**src/rtl/mult3_pkg.sv**
```systemverilog
// Shared widths and types for the 3x3 unsigned array multiplier.
package mult3_pkg;
    localparam int WIDTH  = 3;
    localparam int PROD_W = 2 * WIDTH;

    typedef logic [PROD_W-1:0] product_t;

    // Carry-save state between the first adder row and the final ripple row.
    // Field names carry the bit weight they contribute to (p0 = weight 1, ...).
    typedef struct packed {
        logic c3;    // weight 16, carry out of the weight-8 half adder
        logic pp22;  // weight 16, A[2]&B[2]
        logic c2;    // weight 8, carry out of the weight-4 full adder
        logic s3;    // weight 8, sum of the weight-8 half adder
        logic c1;    // weight 4, carry out of the weight-2 half adder
        logic s2;    // weight 4, sum of the weight-4 full adder
        logic p1;    // weight 2, final product bit 1
        logic p0;    // weight 1, final product bit 0
    } mid_t;
endpackage

```
**src/rtl/mult3_full_adder.sv**
```systemverilog
// One-bit full adder; used as a half adder with cin tied low.
module mult3_full_adder (
    input  logic a,
    input  logic b,
    input  logic cin,
    output logic sum,
    output logic cout
);
    assign sum  = a ^ b ^ cin;
    assign cout = (a & b) | (a & cin) | (b & cin);
endmodule

```
**src/rtl/binary_multiplier_3bit.sv**
```systemverilog
// Unsigned 3x3 array multiplier with registered 6-bit product and valid.
// Build option: BINARY_MULTIPLIER_3BIT_PIPE_EN inserts a register between the
// carry-save first row and the final ripple row (latency 2 instead of 1).
module binary_multiplier_3bit
    import mult3_pkg::*;
(
    input  logic             clk,
    input  logic             rst_n,
    input  logic             in_valid,
    input  logic [WIDTH-1:0] A,
    input  logic [WIDTH-1:0] B,
    output product_t         P,
    output logic             out_valid
);
`ifdef BINARY_MULTIPLIER_3BIT_PIPE_EN
    localparam int STAGES = 2;
`else
    localparam int STAGES = 1;
`endif

    logic [WIDTH-1:0][WIDTH-1:0] pp;
    logic [2:0] r1_a, r1_b, r1_ci, r1_s, r1_c;
    mid_t       mid_d, mid_use;
    logic [2:0] r2_s, r2_c;
    product_t   prod_d;
    logic       load_out;
    logic [STAGES:1] vld_pipe;

    // Partial products: row i is A gated by B[i].
    always_comb begin
        for (int i = 0; i < WIDTH; i++)
            for (int j = 0; j < WIDTH; j++)
                pp[i][j] = A[j] & B[i];
    end

    // First row: compress weights 2, 4 and 8 without carry propagation.
    always_comb begin
        r1_a  = {pp[1][2], pp[0][2], pp[0][1]};
        r1_b  = {pp[2][1], pp[1][1], pp[1][0]};
        r1_ci = {1'b0,     pp[2][0], 1'b0};
    end

    mult3_full_adder u_row1 [2:0] (
        .a    (r1_a),
        .b    (r1_b),
        .cin  (r1_ci),
        .sum  (r1_s),
        .cout (r1_c)
    );

    // Collect the carry-save result of the first row.
    always_comb begin
        mid_d      = '0;
        mid_d.p0   = pp[0][0];
        mid_d.p1   = r1_s[0];
        mid_d.s2   = r1_s[1];
        mid_d.c1   = r1_c[0];
        mid_d.s3   = r1_s[2];
        mid_d.c2   = r1_c[1];
        mid_d.pp22 = pp[2][2];
        mid_d.c3   = r1_c[2];
    end

`ifdef BINARY_MULTIPLIER_3BIT_PIPE_EN
    mid_t mid_q;

    // Mid-array register; only loads on accepted operands so idle inputs are ignored.
    always_ff @(posedge clk or negedge rst_n) begin
        if (!rst_n)        mid_q <= '0;
        else if (in_valid) mid_q <= mid_d;
    end

    // Valid travels alongside the data through both stages.
    always_ff @(posedge clk or negedge rst_n) begin
        if (!rst_n) vld_pipe <= '0;
        else        vld_pipe <= {vld_pipe[1], in_valid};
    end

    assign mid_use  = mid_q;
    assign load_out = vld_pipe[1];
`else
    // Single-stage valid: follows in_valid one edge later.
    always_ff @(posedge clk or negedge rst_n) begin
        if (!rst_n) vld_pipe <= '0;
        else        vld_pipe <= in_valid;
    end

    assign mid_use  = mid_d;
    assign load_out = in_valid;
`endif

    // Final ripple row: weights 4, 8, 16; its last carry is product bit 5.
    mult3_full_adder u_rip0 (.a(mid_use.s2),   .b(mid_use.c1), .cin(1'b0),    .sum(r2_s[0]), .cout(r2_c[0]));
    mult3_full_adder u_rip1 (.a(mid_use.s3),   .b(mid_use.c2), .cin(r2_c[0]), .sum(r2_s[1]), .cout(r2_c[1]));
    mult3_full_adder u_rip2 (.a(mid_use.pp22), .b(mid_use.c3), .cin(r2_c[1]), .sum(r2_s[2]), .cout(r2_c[2]));

    assign prod_d = {r2_c[2], r2_s, mid_use.p1, mid_use.p0};

    // Output register holds its value on idle cycles.
    always_ff @(posedge clk or negedge rst_n) begin
        if (!rst_n)        P <= '0;
        else if (load_out) P <= prod_d;
    end

    assign out_valid = vld_pipe[STAGES];
endmodule

```
**config.mk**
```make
export PLATFORM = sky130hd
export DESIGN_NAME = binary_multiplier_3bit
export DESIGN_NICKNAME = d
export VERILOG_FILES = /design/src/rtl/mult3_pkg.sv /design/src/rtl/mult3_full_adder.sv /design/src/rtl/binary_multiplier_3bit.sv
export SDC_FILE = /design/constraint.sdc
export NUM_CORES = 1
export LEC_CHECK = 0
export CORE_AREA = 2 2 39 41
export DETAILED_ROUTE_END_ITERATION = 12
export DIE_AREA = 0 0 41 43
export GPL_ROUTABILITY_DRIVEN = 0
export HOLD_SLACK_MARGIN = 0.03
export PLACE_DENSITY_LB_ADDON = 0.1
export SYNTH_ARGS = -nofsm -noshare
export SYNTH_HDL_FRONTEND = slang
export SYNTH_SLANG_ARGS = --single-unit
```
**constraint.sdc**
```tcl
create_clock -name clk -period 0.85 [get_ports clk]
set_clock_uncertainty 0.05 [all_clocks]
set_input_delay 0.085 -clock clk [delete_from_list [all_inputs] [get_ports clk]]
set_output_delay 0.085 -clock clk [all_outputs]
set_load 0.02 [all_outputs]
```
==> summary.md, run 1 <==
| Metric | Value |
|---|---|
| Mapped Cells | `36` |
| Initial Util | `0.307` |
| Routed WL | `939 um` |
| Worst EP arrival | `1920 ps` |
| Register bit count reported by yosys | `7` |
| Worst R2R Setup Slack | `10 ps` |
| Grt ovf | `0` |
| Largest net degree at the start of global routing | `8` |
| PnR worst setup slack | `-959 ps` |
| P_leak | `0.365 nW` |
| Row cnt | `14` |
| Number of synthesized flops with an enable pin | `0` |
| Detailed-router iteration count before antenna repair | `1` |
| Combinational power share | `0.370` |
| Final setup fails | `11` |
| Layout area overhead | `77.1%` |
| Final-report hold violation count | `0` |
| FF/Latch Area | `176 sq um` |
| Vias per cell | `4.32` |
| N_diodes | `0` |
| Syn_nets | `51` |
| Violation count after the first detailed-route iteration | `0` |
| FF-to-FF Start | `P[1]` |
| Clock latency at the later pin of the worst-skew pair | `240 ps` |
| Post-synthesis cell area | `425 sq um` |
| PortBufs | `15` |
| Peak VDD IR | `0.000859 V` |
| Initial antenna violation count | `0` |
| Max clock buf depth | `2` |
| Yosys top cell by area | `dfrtp_1` |
| Setup CP Type | `input port to flip-flop` |
| DRC | `0` |
| Max frequency | `0.553 GHz` |
| Final period util | `2.13` |
| Fillers | `119` |
| Slowest CP cell | `fa_1` |
| Total CTS buffers | `3` |
| CTS tree | `done` |
| Post-synth top cells | `7 x dfrtp_1, 7 x inv_1, 4 x and2_1, 4 x nand2_1` |
| Worst Tran Pin Value | `290 ps` |
| # hold bufs at CTS | `0` |
| Area contributors post-synth | `dfrtp_1 41%, fa_1 14%, mux2_4 11%` |
| Crit end category | `flip-flop` |
| GRT Overall Usage | `0.144` |
| Vias in the first global route | `392` |
| Min cycle time layout | `1810 ps` |
| RSZ-0062 raised after global routing | `true` |
| Failing checks | `negative setup slack` |
| Cell depth of the worst flop-to-flop path | `1` |
| First-pass GRT wire length | `1.59 mm` |
| Dpl hpwl | `804 um` |
| H-tree depth | `1` |
| Clk sinks | `7` |
| Reg2reg end | `P[1]` |
| Yosys top cell area share | `0.412` |
| Net count, final | `79` |
| CTS root buf | `clkbuf_4` |
| Reg clk slew, reported paths | `50 ps` |
| Async set-reset flop share out of synthesis | `1.00` |
| Clock power frac | `0.259` |
| Critical Path Max Stage Delay | `550 ps` |
| Final worst hold slack | `36.5 ps` |
| Ys Warns | `0` |
| Status | `finished with violations` |
| Yosys cell types | `11` |
| Switching share of power | `0.281` |
| Post-synthesis sequential area ratio | `0.412` |
| CP cell instances | `buf_8, nand2_8, fa_1, inv_2, ha_4, fa_2, inv_2, fa_1, mux2i_1` |
| Max Cap Viol | `0` |
| Die Y | `43 um` |
| CP max FO | `2` |
| Multi-input combinational cell area | `267 sq um` |
| Sw power | `0.311 mW` |
| Die area | `1760 sq um` |
| ANT nets after route | `0` |
| Slew headroom | `0.806` |
| Hold WC Path Type | `input port to async pin` |
| Part of the power in registers | `0.371` |
| Top-level I/O count | `16` |
| Synth Flop Type | `dfrtp_1` |
| Power Total | `1.11 mW` |
| Post-Syn Area per Cell | `11.8 sq um` |
| CP Launch Type | `input port` |
| Avg WL per Cell | `11.9 um` |
| CP Data Required Time | `960 ps` |
| Share of post-route cells with drive strength above 1 | `0.619` |
| Placeable Area | `1380 sq um` |
| Chip width | `41 um` |
| PD cells | `1470 nW/um^2` |
| DR vias | `341` |
| Int Pwr | `0.798 mW` |
| Max-slew violations | `0` |
worst max-delay path, delay by kind of cell:
family	cells	cell delay (ps)
fa+ha+maj	4	1430
buf+inv	3	200
mux	1	160
simple gates	1	50
layer usage:
layer  part of all wire  routed length [um]  track usage  vias to the layer above
li1                   -                   -            -                      163
met1               0.38                 359        0.162                      162
met2               0.54                 510        0.213                       12
met3              0.047                  44       0.0366                        4
met4              0.027                  25        0.120                        0
met5                  0                   0            0                        -
worst max-delay path by stage:
stage                     startpoint  endpoint  slack [ps]  depth (start not counted)
after floorplan                 A[0]      P[4]       -1040                          8
after global placement          A[0]      P[4]       -1760                          9
after detailed placement        B[2]      P[4]       -1820                          9
after CTS                       A[0]      P[4]        -970                          9
after global routing            B[2]      P[4]       -1020                          9
final                           A[0]      P[4]        -960                          9
cell families after synthesis:
kind of cell | share of synthesized area
and+or+nand+nor | 0.106
buffers and inverters | 0.0882
DFF | 0.412
adders and majority gates | 0.229
muxes | 0.153
AOI/OAI and AO/OA | 0.0118
layout by cell type, fill, tap and decap left out:
cell             synthesis  final
dfrtp_1                  7      6
buf_6                    1     11
and2_4                   0      2
inv_1                    7      5
ha_1                     3      1
buf_8                    0      2
inv_2                    0      2
mux2_4                   3      3
mux2i_1                  2      2
nand2_1                  4      1
dlygate4sd2_1            0      1
fa_2                     0      1
nand3_1                  1      1
fa_1                     3      2
dfrtp_2                  0      1
nand2_2                  0      2
buf_2                    0      1
and2_1                   4      2
clkdlybuf4s50_1          0      1
ha_4                     0      2
buf_4                    0      8
clkbuf_1                 0      1
o21ai_0                  1      1
clkbuf_4                 0      3
nand2_8                  0      1
cell type report:
| type | count | share of cell area |
|---|---|---|
| repair buffers | 24 | 0.316 |
| well taps | 16 | 0.0266 |
| inverters | 7 | 0.0349 |
| multi-input cells | 21 | 0.354 |
| flip-flops and latches | 7 | 0.234 |
| clock buffers | 4 | 0.0349 |
per-stage QoR:
step	instances	TNS (ps)	utilization	instance area [sq um]	setup slack (ps)
global placement	74	-8610	0.493	682	-1760
detailed placement	74	-8820	0.493	682	-1820
finish	79	-3040	0.544	753	-959
CTS	78	-3110	0.539	746	-967
floorplan	36	-3170	-	463	-1040
global route	79	-3440	0.544	753	-1020
power by group through the flow:
stage / combinational, mW / sequential, mW / clock, mW
2_1_floorplan: 0.123 / 0.463 / 0
3_3_place_gp: 0.370 / 0.404 / 0
3_5_place_dp: 0.375 / 0.408 / 0
4_1_cts: 0.406 / 0.411 / 0.300
5_1_grt: 0.449 / 0.415 / 0.341
6_report: 0.410 / 0.412 / 0.287
state kept, by name, summed over array words and instances (netlist names):
signal / cells
P: 6
out_valid: 1
timing repair:
action,in CTS,in global routing
gates resized for setup,82,0
setup buffers,0,1
pin swaps,8,0
setup endpoints to repair,13,12
No activity file was read; power rests on OpenSTA's default activity.
==> run 2: changes to the inputs <==
- SLEW_MARGIN: not set -> 20
==> results of run 2 <==
No change in the layout: final DEF, timing and power equal those of run 1.
